$ cat config.mk
export PLATFORM = sky130hd
export DESIGN_NAME = poly_mult_syntop
export DESIGN_NICKNAME = d
export VERILOG_FILES = /design/src/rtl/poly_mult_syntop.sv
export SDC_FILE = /design/constraint.sdc
export NUM_CORES = 2
export LEC_CHECK = 0
export BUFFER_PORTS_ARGS = -buffer_cell sky130_fd_sc_hd__buf_4
export CELL_PAD_IN_SITES_DETAIL_PLACEMENT = 2
export CELL_PAD_IN_SITES_GLOBAL_PLACEMENT = 2
export CORE_MARGIN = 2
export CORE_UTILIZATION = 51
export CTS_BUF_LIST = sky130_fd_sc_hd__clkbuf_8
export DETAILED_ROUTE_END_ITERATION = 12
export PLACE_DENSITY = 0.95
export SYNTH_ARGS = -nofsm -noshare
export SYNTH_HDL_FRONTEND = slang
export SYNTH_SLANG_ARGS = --single-unit
export TNS_END_PERCENT = 10
$ cat constraint.sdc
create_clock -name clk -period 18.5 [get_ports clk]
set_input_delay 1.85 -clock clk [delete_from_list [all_inputs] [get_ports clk]]
set_output_delay 1.85 -clock clk [all_outputs]
set_load 0.01 [all_outputs]
$ cat src/rtl/poly_mult_syntop.sv
// Standalone negacyclic polynomial multiplier c = a*u mod (x^N+1, 2^QW) with on-chip operands.
// Optional result read port enabled by defining POLY_MULT_RESULT_PORT_EN.
module poly_mult_syntop #(
  parameter int              N         = 16,
  parameter int              QW        = 64,
  parameter int              UW        = 1,
  parameter logic [QW-1:0]   A_SEED    = QW'(1'b1),
  parameter logic [QW-1:0]   A_STEP    = QW'(1'b1),
  parameter logic [N*UW-1:0] U_PATTERN = (N*UW)'(1'b1)
) (
  input  logic                 clk,
  input  logic                 arstn,
  input  logic                 locked,
`ifdef POLY_MULT_RESULT_PORT_EN
  input  logic [$clog2(N)-1:0] rd_addr,
  output logic [QW-1:0]        rd_data,
`else
`endif
  output logic                 busy,
  output logic                 done,
  output logic [QW-1:0]        signature
);

  localparam int LW = $clog2(N);
  localparam logic [LW-1:0] LAST = LW'(N - 1);

  typedef enum logic [2:0] {
    IDLE = 3'd0,
    LOAD = 3'd1,
    MAC  = 3'd2,
    SIG  = 3'd3,
    DONE = 3'd4
  } state_t;

  state_t          state_r;
  logic            sync1_r;
  logic            locked_s;
  logic [LW-1:0]   i_r;
  logic [LW-1:0]   j_r;
  logic [QW-1:0]   sig_acc_r;
  logic [QW-1:0]   a_r [N];
  logic [UW-1:0]   u_r [N];
  logic [QW-1:0]   c_r [N];

  logic            wrap_s;
  logic [LW-1:0]   k_s;
  logic [QW-1:0]   prod_s;
  logic [QW-1:0]   mac_s;
  logic [QW-1:0]   a_gen_s;

  // UW-bit by QW-bit multiply, truncated to QW bits (a mux when UW=1)
  function automatic logic [QW-1:0] mul_trunc(input logic [QW-1:0] a, input logic [UW-1:0] u);
    mul_trunc = a * QW'(u);
  endfunction

  // Two-flop synchronizer for the asynchronous PLL lock
  always_ff @(posedge clk or negedge arstn) begin
    if (!arstn) begin
      sync1_r  <= 1'b0;
      locked_s <= 1'b0;
    end else begin
      sync1_r  <= locked;
      locked_s <= sync1_r;
    end
  end

  // MAC datapath: the carry out of i+j marks the x^N wrap, which negates the term
  always_comb begin
    {wrap_s, k_s} = {1'b0, i_r} + {1'b0, j_r};
    prod_s        = mul_trunc(a_r[i_r], u_r[j_r]);
    a_gen_s       = A_SEED + QW'(j_r) * A_STEP;
    if (wrap_s) begin
      mac_s = c_r[k_s] - prod_s;
    end else begin
      mac_s = c_r[k_s] + prod_s;
    end
  end

  // Sequencer FSM with operand/result registers and registered status outputs
  always_ff @(posedge clk or negedge arstn) begin
    if (!arstn) begin
      state_r   <= IDLE;
      i_r       <= '0;
      j_r       <= '0;
      sig_acc_r <= '0;
      busy      <= 1'b0;
      done      <= 1'b0;
      signature <= '0;
      for (int n = 0; n < N; n++) begin
        a_r[n] <= '0;
        u_r[n] <= '0;
        c_r[n] <= '0;
      end
    end else begin
      busy      <= locked_s && (state_r == LOAD || state_r == MAC || state_r == SIG);
      done      <= locked_s && (state_r == DONE);
      signature <= (locked_s && state_r == DONE) ? sig_acc_r : '0;
      if (!locked_s) begin
        state_r   <= IDLE;
        i_r       <= '0;
        j_r       <= '0;
        sig_acc_r <= '0;
      end else begin
        case (state_r)
          IDLE: begin
            i_r       <= '0;
            j_r       <= '0;
            sig_acc_r <= '0;
            state_r   <= LOAD;
          end
          LOAD: begin
            a_r[j_r] <= a_gen_s;
            u_r[j_r] <= U_PATTERN[int'(j_r)*UW +: UW];
            c_r[j_r] <= '0;
            j_r      <= j_r + LW'(1'b1);
            if (j_r == LAST) begin
              state_r <= MAC;
            end else begin
              state_r <= LOAD;
            end
          end
          MAC: begin
            c_r[k_s] <= mac_s;
            j_r      <= j_r + LW'(1'b1);
            if (j_r == LAST) begin
              i_r <= i_r + LW'(1'b1);
            end else begin
              i_r <= i_r;
            end
            if (j_r == LAST && i_r == LAST) begin
              state_r <= SIG;
            end else begin
              state_r <= MAC;
            end
          end
          SIG: begin
            sig_acc_r <= sig_acc_r + c_r[j_r];
            j_r       <= j_r + LW'(1'b1);
            if (j_r == LAST) begin
              state_r <= DONE;
            end else begin
              state_r <= SIG;
            end
          end
          DONE: begin
            state_r <= DONE;
          end
          default: begin
            state_r <= IDLE;
          end
        endcase
      end
    end
  end

`ifdef POLY_MULT_RESULT_PORT_EN
  // Result read port, forced to zero whenever the product is not complete
  always_comb begin
    if (done) begin
      rd_data = c_r[rd_addr];
    end else begin
      rd_data = '0;
    end
  end
`else
`endif

endmodule

==> impl_metrics.toml, run 1 <==
[status]
status = "aborted with a tool error"
failing_step = "global routing (5_1_grt)"
error = "[ERROR GRT-0232] Routing congestion too high. Check the congestion heatmap in the GUI."

[clock_tree]
cts_htree_levels = 4
post_cts_resized = 0
clkSinkCount = 1263
clock-root-buffer = "clkbuf_8"
post-cts-setup-buffers = 0
cts_inserted_buffers = 214
cts_buffer_depth = 3
holdBufCountCts = 0

[synthesis]
syn_avg_cell_area_um2 = 12.7
ys_types = 80
syn_inst = 5374
yosysTopAreaCell = "dfrtp_1"
syn_area_um2 = 68300
async_flop_share_pct = 100
synth_edf_count = 0
synthTopCellsByArea = "dfrtp_1 (46%), mux4_2 (22%), a22o_1 (9.8%), nand2_1 (2.6%), ha_1 (2.5%)"
ys_seq_area_share_pct = 46.3
syn_nets = 5517
ys_warn_count = 0
synth_seq_cells = 1263
ys.flop_type = "dfrtp_1"
netlist.area_leader.share_pct = 46.3

[placement]
place_hpwl_mm = 211
place_congestion = 0.910
numPortBuffers = 68

[global_routing]
grt_overflow = 233
grt_max_degree = 186
grtUsageTotal_pct = 86.3
antenna_found_initial = 112

[floorplanning]
die_w_um = 370
io_pins = 69
initial_core_util_pct = 51.3
die_y_um = 370
std_cell_rows = 134
[stage by stage]
step / hold WS (ns) / util [%] / worst slack [ns] / instances / instance area (µm²)
after CTS: 0.385 / 56.3 / 7.27 / 7219 / 74900
after global placement: 0.346 / 53.0 / 8.90 / 6831 / 70600
after floorplan: 0.331 / - / 12.10 / 5374 / 68300
after detailed placement: 0.366 / 53.0 / 8.01 / 6831 / 70600
[routing by layer]
metal | GRT usage [%] | GRT overflow
met2 | 94.6 | 97
met3 | 81.3 | 29
met5 | 65.4 | 2
met1 | 85.4 | 19
met4 | 83.7 | 86
[Yosys cell counts, types with 6 or more instances]
cell type / count
dfrtp_1: 1263
a22o_1: 762
mux4_2: 653
nand2_1: 474
clkbuf_1: 441
o21ai_0: 276
a21oi_1: 176
ha_1: 137
nor2_1: 129
a21o_1: 120
o21ai_1: 118
and2_1: 105
nand3_1: 90
xnor2_1: 78
buf_1: 64
xor2_1: 50
inv_1: 41
nand4_1: 33
o21bai_1: 32
nor2b_1: 22
nand2b_1: 20
nor3_1: 19
a221o_1: 17
a22oi_1: 17
o31ai_1: 17
a32o_1: 15
and3_1: 15
o21a_1: 14
a211oi_1: 12
a31oi_1: 12
mux4_1: 12
o22ai_1: 9
mux2i_1: 8
o211ai_1: 8
or2_2: 7
buf_2: 6
nor4_1: 6
[cell families after synthesis]
family | after synthesis | synth area share, %
buffers and inverters | 556 | 3.12
AOI/OAI and AO/OA | 1659 | 17.8
xor gates and xnor gates | 129 | 1.67
DFF | 1263 | 46.3
muxes | 677 | 22.2
and+or+nand+nor | 950 | 6.36
adders and majority gates | 140 | 2.60
==> run 2: changes to the inputs <==
- CELL_PAD_IN_SITES_DETAIL_PLACEMENT: 2 -> not set
- CELL_PAD_IN_SITES_GLOBAL_PLACEMENT: 2 -> not set
- CORE_UTILIZATION: 51 -> 38
- CTS_BUF_LIST: sky130_fd_sc_hd__clkbuf_8 -> not set
- PLACE_DENSITY: 0.95 -> not set
- PLACE_DENSITY_LB_ADDON: not set -> 0.15
==> run 2 against run 1 <==
  * Synthesized cell count unchanged
  * Area after synthesis unchanged
  * The flow now finishes without violations
==> impl_metrics.toml, run 2 <==
[clock_tree]
cts_tree = "yes"
cts_inserted_buffers = 145
post-cts-setup-buffers = 0
cts.clk_slew.worst_paths_ns = 0.06
clk_latency_ns = 0.83
clock-root-buffer = "clkbuf_16"
cts_htree_levels = 4
holdBufCountCts = 0
post_cts_resized = 0
clkSinkCount = 1263
cts_buffer_depth = 3

[final_layout]
largest_reg_flops = 1024
top_regs = "c_r (1024), a_r (80)"
fin_nets = 5370
layout_commonest_cell = "dfrtp_1"
utilization_pct = 42.9
fillers = 16307
drive_gt1_share_pct = 22.5
top_register = "c_r"
area_growth_pct = 12.1
final_cell_mix = "dfrtp_1 (1259), a22o_1 (762), mux4_2 (653), nand2_1 (473), o21ai_0 (276)"

[pwr]
powerDensity_nw_per_um2 = 85.5
p_int_uw = 4740
switchingPower_uw = 1800
vdd_drop_max_uv = 101
switching_share_pct = 27.5
seq_power_share_pct = 42.4
comb_power_share_pct = 10.5
leakagePower_uw = 0.0334
p_clk_share_pct = 47.1

[sta]
finalCritPeriodShare_pct = 48.4
period_minus_slack_ns = 8.96
finalSetupViolCount = 0
rsz0062_at_grt = "no"
hold_viol_final = 0
fin_skew_ns = 0.0428
worst_pin_slew_ns = 1.26
finalMaxSlewViolations = 0
tns_ns = 0
fmax_mhz = 112
max_slew_margin_pct = 15.7

[synthesis]
yosysTopAreaCell = "dfrtp_1"
synth_edf_count = 0
synth_common_cells = "dfrtp_1 (1263), a22o_1 (762), mux4_2 (653), nand2_1 (474), clkbuf_1 (441)"
ys.flop_type = "dfrtp_1"
synth_xor_area_share_pct = 1.67
muxShareOfSynthArea_pct = 22.2
syn_nets = 5517
syn_area_um2 = 68300
ys_warn_count = 0
netlist.area_leader.share_pct = 46.3
synthTopCellsByArea = "dfrtp_1 (46%), mux4_2 (22%), a22o_1 (9.8%), nand2_1 (2.6%), ha_1 (2.5%)"
synth-simple-area-share_pct = 6.36
ys_seq_area_share_pct = 46.3
synth_top_family_by_area = "multiplexers"
synth_seq_cells = 1263
async_flop_share_pct = 100
syn_inst = 5374
ys_types = 80
synth_fa_ha_area_share_pct = 2.60
syn_avg_cell_area_um2 = 12.7
synth_compound_area_share_pct = 17.8
synth.most_common_cell = "dfrtp_1"

[setup_path]
worstSetupEndpointType = "flip-flop"
arrival_ns = 9.69
worstSetupPathType = "reg2reg"
ff2ff_path_depth = 20
critPathLaunchType = "flip-flop"
r2r-start = "j_r[1]"
r2r_end = "sig_acc_r[63]"
r2r_slack_ns = 9.54
cp_max_fo = 46
required_ns = 19.23

[worst_hold_path]
worstHoldEndpoint = "locked_s"
hold_depth = 0
hp-class = "reg2reg"
hold_path_startpoint = "sync1_r"

[global_routing]
grt_pass1_vias = 50848
grt_pass1_wl_mm = 374
antenna_found_initial = 5
grtUsageTotal_pct = 27.9
grt_max_degree = 152
grt_overflow = 0

[route]
viasPerCell = 6.61
vias = 50901
route.detailed.drc = 0
ant_nets = 0
routedWlPerCell_um = 33.3
firstDrtPassIters = 6
drt-total-wl_mm = 257
drt_iter0_drc = 5423

[floorplanning]
die_y_um = 428
initial_core_util_pct = 38.3
die_area_um2 = 183000
coreArea_um2 = 178000
die_w_um = 428
io_pins = 69
std_cell_rows = 155

[placement]
numPortBuffers = 68
place_hpwl_mm = 153
place_congestion = 0.893

[flow_run]
drv_cap = 0

[status]
status = "finished clean"
run 2: cell counts after synthesis:
Identical to the previous run, type by type.
run 2: worst max-delay path by stage:
stage / from / to / depth (start not counted)
floorplan: i_r[0] / c_r[249] / 21
global placement: j_r[1] / c_r[311] / 15
detailed placement: j_r[1] / c_r[311] / 15
CTS: j_r[1] / c_r[311] / 15
global route: i_r[0] / c_r[444] / 20
finish: j_r[1] / sig_acc_r[63] / 20
run 2: logic make-up after synthesis:
kind of cell,count (synthesis)
buf+inv,556
xor+xnor,129
mux,677
simple gates,950
flops,1263
fa+ha+maj,140
compound gates,1659
run 2: critical path: stages (launching register included):
cell and delay (ns):
dfrtp_4 0.90, buf_4 0.75, buf_4 0.60, buf_4 0.77, buf_4 0.72, buf_4 0.63
mux4_2 0.43, mux4_2 0.60, ha_1 0.40, a21o_1 0.18, a21o_1 0.17, a21o_1 0.17
a21o_1 0.17, a21o_1 0.22, a211oi_1 0.34, o22ai_1 0.17, a2111oi_1 0.62, buf_4 0.25
nor2_1 0.09, or3_1 0.38, nand3_1 0.08
run 2: per-layer routing:
metal  routed length, µm  global-route usage, %  share of wire [%]  vias to the layer above
met2              117000                   42.9                 46                     2696
met1              106000                   39.0                 41                    27012
li1                    -                      -                  -                    20671
met4                9650                   9.92                3.8                        4
met3               23300                   5.97                9.1                      518
met5                  72                      0              0.028                        -
run 2: power by group through the flow:
| stage | Combinational, µW | Clock, µW | Sequential, µW |
|---|---|---|---|
| final | 690 | 3080 | 2770 |
| after global routing | 738 | 3230 | 2770 |
| after CTS | 686 | 3110 | 2770 |
| after detailed placement | 683 | 0 | 2820 |
| after global placement | 683 | 0 | 2820 |
| after floorplan | 402 | 0 | 2820 |
run 2: metrics by stage:
step	instance area, µm²	worst slack (ns)	power, µW	instances	hold slack (ns)
floorplan	68300	12.10	3220	5374	0.331
global placement	71500	9.47	3510	7435	0.345
detailed placement	71500	9.41	3510	7435	0.337
CTS	76500	9.36	6570	7700	0.374
global route	76500	9.09	6740	7700	0.384
finish	76500	9.54	6540	7702	0.363
run 2: final cells by class:
cell class	count	area, µm²	area share [%]
antenna	2	5.00	0.00654
clock buffer	204	4220	5.52
clock inverter	61	856	1.12
inverter	41	154	0.201
multi-input combinational	3555	35000	45.8
sequential	1263	31600	41.3
tap	2355	2950	3.85
timing repair buffer	221	1700	2.23
Note: power is estimated with default switching activity, not from simulation.
